### config.mk
export PLATFORM = sky130hd
export DESIGN_NAME = hex_display_ctrl
export DESIGN_NICKNAME = d
export VERILOG_FILES = /design/src/rtl/hex_display_ctrl_pkg.sv /design/src/rtl/hex_display_ctrl_key_debounce.sv /design/src/rtl/hex_display_ctrl.sv
export SDC_FILE = /design/constraint.sdc
export NUM_CORES = 1
export LEC_CHECK = 0
export CORE_UTILIZATION = 54
export CTS_CLUSTER_DIAMETER = 40
export DETAILED_ROUTE_END_ITERATION = 8
export PLACE_DENSITY = 0.86
export REMOVE_ABC_BUFFERS = 1
export SETUP_SLACK_MARGIN = 0.05
export SKIP_CTS_REPAIR_TIMING = 1
export SLEW_MARGIN = 20
export SYNTH_ARGS = -nofsm -noshare
export SYNTH_HDL_FRONTEND = slang
export SYNTH_SLANG_ARGS = --single-unit
### constraint.sdc
create_clock -name clk -period 4.35 [get_ports clk]
set_clock_uncertainty 0.2 [all_clocks]
set_input_delay 0.87 -clock clk [delete_from_list [all_inputs] [get_ports clk]]
set_output_delay 0.87 -clock clk [all_outputs]
set_load 0.05 [all_outputs]
### src/rtl/hex_display_ctrl_pkg.sv
// Shared seven-segment constants for the debug hex display.
// Segments are active-low, bit0=a .. bit6=g.
package hex_display_ctrl_pkg;

    localparam logic [6:0] SEG_0     = 7'h40;
    localparam logic [6:0] SEG_1     = 7'h79;
    localparam logic [6:0] SEG_2     = 7'h24;
    localparam logic [6:0] SEG_3     = 7'h30;
    localparam logic [6:0] SEG_4     = 7'h19;
    localparam logic [6:0] SEG_5     = 7'h12;
    localparam logic [6:0] SEG_6     = 7'h02;
    localparam logic [6:0] SEG_7     = 7'h78;
    localparam logic [6:0] SEG_8     = 7'h00;
    localparam logic [6:0] SEG_9     = 7'h10;
    localparam logic [6:0] SEG_A     = 7'h08;
    localparam logic [6:0] SEG_B     = 7'h03;
    localparam logic [6:0] SEG_C     = 7'h46;
    localparam logic [6:0] SEG_D     = 7'h21;
    localparam logic [6:0] SEG_E     = 7'h06;
    localparam logic [6:0] SEG_F     = 7'h0E;
    localparam logic [6:0] SEG_BLANK = 7'h7F;

    function automatic logic [6:0] hex_glyph(input logic [3:0] nib);
        logic [6:0] seg;
        case (nib)
            4'h0: seg = SEG_0;
            4'h1: seg = SEG_1;
            4'h2: seg = SEG_2;
            4'h3: seg = SEG_3;
            4'h4: seg = SEG_4;
            4'h5: seg = SEG_5;
            4'h6: seg = SEG_6;
            4'h7: seg = SEG_7;
            4'h8: seg = SEG_8;
            4'h9: seg = SEG_9;
            4'hA: seg = SEG_A;
            4'hB: seg = SEG_B;
            4'hC: seg = SEG_C;
            4'hD: seg = SEG_D;
            4'hE: seg = SEG_E;
            default: seg = SEG_F;
        endcase
        return seg;
    endfunction

endpackage

### src/rtl/hex_display_ctrl_key_debounce.sv
// Push-button conditioning: 2-flop synchronizer, level debouncer and
// one-cycle press pulse on an accepted 1->0 transition.
module key_debounce #(
    parameter int DEBOUNCE_CYCLES = 500000
) (
    input  logic clk,
    input  logic reset_n,
    input  logic key_n,
    output logic press
);

    localparam int CNT_W = (DEBOUNCE_CYCLES > 1) ? $clog2(DEBOUNCE_CYCLES + 1) : 1;

    logic             sync_1;
    logic             sync_2;
    logic             stable;
    logic             accept;
    logic [CNT_W-1:0] cnt;

    // Down-counter is loaded on the first differing cycle; reaching 1 means
    // this is the DEBOUNCE_CYCLES-th consecutive differing cycle.
    assign accept = (sync_2 != stable) && ((cnt == CNT_W'(1)) || (DEBOUNCE_CYCLES <= 1));

    always_ff @(posedge clk or negedge reset_n) begin
        if (!reset_n) begin
            sync_1 <= 1'b1;
            sync_2 <= 1'b1;
            stable <= 1'b1;
            cnt    <= '0;
            press  <= 1'b0;
        end else begin
            sync_1 <= key_n;
            sync_2 <= sync_1;
            press  <= 1'b0;
            if (sync_2 == stable) begin
                cnt <= '0;
            end else if (accept) begin
                stable <= sync_2;
                cnt    <= '0;
                press  <= ~sync_2;
            end else if (cnt == '0) begin
                cnt <= CNT_W'(DEBOUNCE_CYCLES - 1);
            end else begin
                cnt <= cnt - 1'b1;
            end
        end
    end

endmodule

### src/rtl/hex_display_ctrl.sv
// Debug hex display: selects one of CHANNELS debug words with a key,
// optionally freezes it with a second key, and drives seven-segment digits.
module hex_display_ctrl
    import hex_display_ctrl_pkg::*;
#(
    parameter int DIGITS          = 6,
    parameter int CHANNELS        = 4,
    parameter int DEBOUNCE_CYCLES = 500000,
    parameter int BLANK_LZ        = 0
) (
    input  logic                                            clk,
    input  logic                                            reset_n,
    input  logic [CHANNELS*DIGITS*4-1:0]                    debug_bus,
    input  logic                                            key_next_n,
    input  logic                                            key_hold_n,
    output logic [DIGITS*7-1:0]                             hex,
    output logic [((CHANNELS > 2) ? $clog2(CHANNELS) : 1)-1:0] chan_sel,
    output logic                                            hold_active
);

    localparam int CW = (CHANNELS > 2) ? $clog2(CHANNELS) : 1;
    localparam int WW = DIGITS * 4;

    logic            next_pulse;
    logic            hold_pulse;
    logic [CW-1:0]   chan_nxt;
    logic [WW-1:0]   words [CHANNELS];
    logic [WW-1:0]   display_word;
    logic [DIGITS*7-1:0] hex_nxt;
    logic            seen;
    logic [3:0]      nib;

    key_debounce #(.DEBOUNCE_CYCLES(DEBOUNCE_CYCLES)) u_key_next (
        .clk     (clk),
        .reset_n (reset_n),
        .key_n   (key_next_n),
        .press   (next_pulse)
    );

    key_debounce #(.DEBOUNCE_CYCLES(DEBOUNCE_CYCLES)) u_key_hold (
        .clk     (clk),
        .reset_n (reset_n),
        .key_n   (key_hold_n),
        .press   (hold_pulse)
    );

    for (genvar k = 0; k < CHANNELS; k++) begin : g_words
        assign words[k] = debug_bus[k*WW +: WW];
    end

    always_comb begin
        chan_nxt = chan_sel;
        if (next_pulse) begin
            chan_nxt = (chan_sel == CW'(CHANNELS - 1)) ? '0 : chan_sel + CW'(1);
        end
    end

    // Any key pulse forces a (re)capture from the post-increment channel,
    // which covers both freeze entry and channel change while frozen.
    always_ff @(posedge clk or negedge reset_n) begin
        if (!reset_n) begin
            chan_sel     <= '0;
            hold_active  <= 1'b0;
            display_word <= '0;
        end else begin
            chan_sel <= chan_nxt;
            if (hold_pulse) begin
                hold_active <= ~hold_active;
            end
            if (!hold_active || hold_pulse || next_pulse) begin
                display_word <= words[chan_nxt];
            end
        end
    end

    always_comb begin
        hex_nxt = '0;
        seen    = 1'b0;
        nib     = '0;
        for (int d = DIGITS - 1; d >= 0; d--) begin
            nib  = display_word[d*4 +: 4];
            seen = seen | (nib != 4'h0);
            hex_nxt[d*7 +: 7] = (BLANK_LZ != 0 && !seen && d != 0) ? SEG_BLANK : hex_glyph(nib);
        end
    end

    always_ff @(posedge clk or negedge reset_n) begin
        if (!reset_n) begin
            for (int d = 0; d < DIGITS; d++) begin
                hex[d*7 +: 7] <= (BLANK_LZ != 0 && d != 0) ? SEG_BLANK : SEG_0;
            end
        end else begin
            hex <= hex_nxt;
        end
    end

endmodule
==> impl_metrics.json <==
{
  "cp-endpoint": "display_word[5]",
  "dieHeight_microns": 112,
  "power_density_nw_per_um2": 819,
  "ant_nets": 0,
  "clockRootBuffer": "clkbuf_16",
  "finalSetupViolations": 0,
  "drtPass1Iterations": 7,
  "synth_async_sr_flop_share_pct": 100,
  "power_frac_comb_pct": 49.4,
  "track_usage_pct": 29.0,
  "path_class": "reg -> reg",
  "ys.flop_type": "dfrtp_1",
  "slew_viol_final": 0,
  "rows": 39,
  "grt_setup_unrepaired": "no",
  "hp-class": "reg -> reg",
  "failed_checks": "design-rule violations",
  "p_seq_share_pct": 28.4,
  "wl_per_cell_microns": 18.6,
  "rrSetupSlack_ps": 1140,
  "die_area_sq_um": 12600,
  "outcome": "finished, violations left",
  "fp.coreArea_sq_um": 11600,
  "setup.worst_path.start": "chan_sel[0]",
  "tightest_slew_ps": 1030,
  "clock_power_share_pct": 22.2,
  "yosys.area.top_type_share_pct": 39.4,
  "rr_worst_depth": 6,
  "stdcell_count": 935,
  "end_kind": "register",
  "min_period_ps": 3210,
  "synth_seq_cells": 115,
  "max_cap_viol_count": 0,
  "drcViolationCount": 1,
  "rr_startpoint": "chan_sel[0]",
  "synth.distinct_cells": 49,
  "worst-path-max-fanout": 49,
  "required_ps": 4470,
  "place_inst": 903,
  "cp-start-kind": "register",
  "cts_buffers": 17,
  "pre_cts_slack_ps": 1210,
  "p_int_mw": 4.06,
  "overflow": 0,
  "post_drt_via_cell_ratio": 6.21,
  "clkLatencyLatePin_ps": 420,
  "timing.hold.ws_ps": 160,
  "synth_area_leaders": "dfrtp_1, ha_1, a211oi_1",
  "cp_top_family": "simple AND/OR/NAND/NOR gates",
  "ios": 145,
  "cts_tree": "done",
  "avgSynthCellArea_sq_um": 10.1,
  "irDropWorstVdd_mv": 0.451,
  "timing.rr.end": "display_word[5]",
  "hpwl_microns": 11700,
  "grt_pass1_vias": 5930,
  "portBuffers": 144,
  "synth_edf_count": 0,
  "numClockSinks": 115,
  "diodes": 0,
  "switchingPower_mw": 3.12,
  "nets": 922,
  "cp_slowest_stage_delay_ps": 790,
  "worst_path_max_delay_cell": "or3b_2",
  "arrival_ps": 3330,
  "finalCritPeriodShare_pct": 73.7,
  "grt_max_degree": 65,
  "max_clock_freq_mhz": 312,
  "yosysTopAreaCell": "dfrtp_1",
  "netlist_instances": 648,
  "num_vias": 5802,
  "max_slew_margin_pct": 31.0,
  "initial_core_util_pct": 56.3,
  "hold_violations": 0,
  "fin_ws_ps": 1140,
  "synth_seq_area_share_pct": 44.2,
  "swShare_pct": 43.4,
  "yosysWarnings": 0,
  "critical_path_cell_count": 6,
  "place_congestion": 0.845,
  "synth_area_sq_um": 6540,
  "crit_buf_inv": 1,
  "leakagePower_nw": 3.84,
  "htreeDepth": 4,
  "grt_pass1_wl_microns": 28500,
  "drive_gt1_share_pct": 9.85,
  "clk_pin_slew_worst_paths_ps": 60,
  "antenna_found_initial": 0,
  "routed_wl_microns": 17400,
  "die_w_microns": 112,
  "dr.first_iter.drc_count": 396,
  "clockBufferDepth": 2,
  "crit_chain": "ha_1, or3b_2, nand2_1, buf_4, a211oi_1, nor3_1",
  "final.setup.tns_ps": 0,
  "area_delta_synth_final_pct": 33.8
}
metrics by stage:
stage | power (mW) | utilization (%) | area (sq um)
4_1_cts | 7.15 | 75.3 | 8740
3_5_place_dp | 5.47 | 69.5 | 8070
5_1_grt | 7.58 | 75.4 | 8750
3_3_place_gp | 5.28 | 69.5 | 8070
2_1_floorplan | 4.41 | - | 6410
6_report | 7.17 | 75.4 | 8750
registers in the layout, indices dropped and copies added, names as in the netlist, 2 cells and up:
register,flops
hex,42
display_word,24
u_key_hold.cnt,19
u_key_next.cnt,19
chan_sel,2
Yosys cell counts, drive strengths merged, types with 7 or more instances:
library cell	count
a21oi	22
nor2	66
xor2	17
a22o	11
or3b	7
o31ai	8
nor2b	8
nand3	10
and3	48
nor3	30
a31oi	7
a211oi	48
dfrtp	103
dfstp	12
nor4	13
or4	8
nand2	17
ha	43
mux2i	17
clkbuf	31
o21ai	12
inv	24
xnor2	10
mux2	9
nand2b	11
cells in the final DEF (no fill, tap or decap), types with 6 or more instances in the layout:
cell type and n:
mux4_2 6, nand2b_1 11, nor4_1 12, a22o_1 11, clkdlybuf4s50_1 143, xnor2_1 10, nand2_1 17, nor2_1 66
nor2b_1 8, inv_1 24, dfrtp_1 103, o21ai_0 11, and3_1 48, bufinv_16 6, nand4_1 6, a31oi_1 7
dfstp_2 12, nor3_1 30, clkbuf_16 17, mux2_2 9, mux2i_1 17, ha_1 43, a211oi_1 48, o31ai_1 8
o22ai_1 6, nand3_1 10, xor2_1 17, or3b_2 7, a21oi_1 22, or4_1 6
worst min-delay path by stage:
| stage | from | endpoint | slack [ps] | cells past startpoint |
|---|---|---|---|---|
| final | u_key_next.sync_1 | u_key_next.sync_2 | 160 | 0 |
| after global routing | u_key_next.sync_1 | u_key_next.sync_2 | 160 | 0 |
| after CTS | u_key_hold.sync_1 | u_key_hold.sync_2 | 160 | 0 |
| after detailed placement | u_key_hold.sync_1 | u_key_hold.sync_2 | 150 | 0 |
| after global placement | u_key_hold.sync_1 | u_key_hold.sync_2 | 150 | 0 |
| after floorplan | u_key_hold.sync_1 | u_key_hold.sync_2 | 150 | 0 |
cells by family (layout without fill, tap and decap cells):
| family | after synthesis | after routing | synth area share [%] |
|---|---|---|---|
| multiplexers | 32 | 32 | 6.21 |
| buffers and inverters | 60 | 204 | 3.44 |
| flip-flops | 115 | 115 | 44.2 |
| AND/OR/NAND/NOR | 243 | 243 | 20.4 |
| adder cells (fa/ha/maj) | 43 | 43 | 8.22 |
| XOR/XNOR | 27 | 27 | 3.61 |
| AO/OA/AOI/OAI | 128 | 128 | 13.9 |
power groups by stage:
| stage | Combinational [mW] | Clock, mW | Sequential [mW] |
|---|---|---|---|
| floorplan | 1.87 | 0 | 2.54 |
| global placement | 3.29 | 0 | 2.00 |
| detailed placement | 3.45 | 0 | 2.02 |
| CTS | 3.53 | 1.60 | 2.02 |
| global route | 3.82 | 1.65 | 2.10 |
| finish | 3.54 | 1.60 | 2.04 |
metal layers:
metal  track usage [%]  wire (microns)  vias to the layer above
li1                  -               -                     2634
met1              32.8            6620                     2825
met5                 0               0                        -
met4              14.7             589                        0
met3              6.97            1210                       56
met2              51.3            8990                      287
area by class of cell:
class / instances / area (sq um)
timing repair buffer: 148 / 1480
clock inverter: 14 / 234
sequential: 115 / 2890
tap: 143 / 179
inverter: 24 / 90.1
multi-input combinational: 473 / 3440
clock buffer: 18 / 439
fill: 726 / 2860
Power figures use the tool's default switching activity.
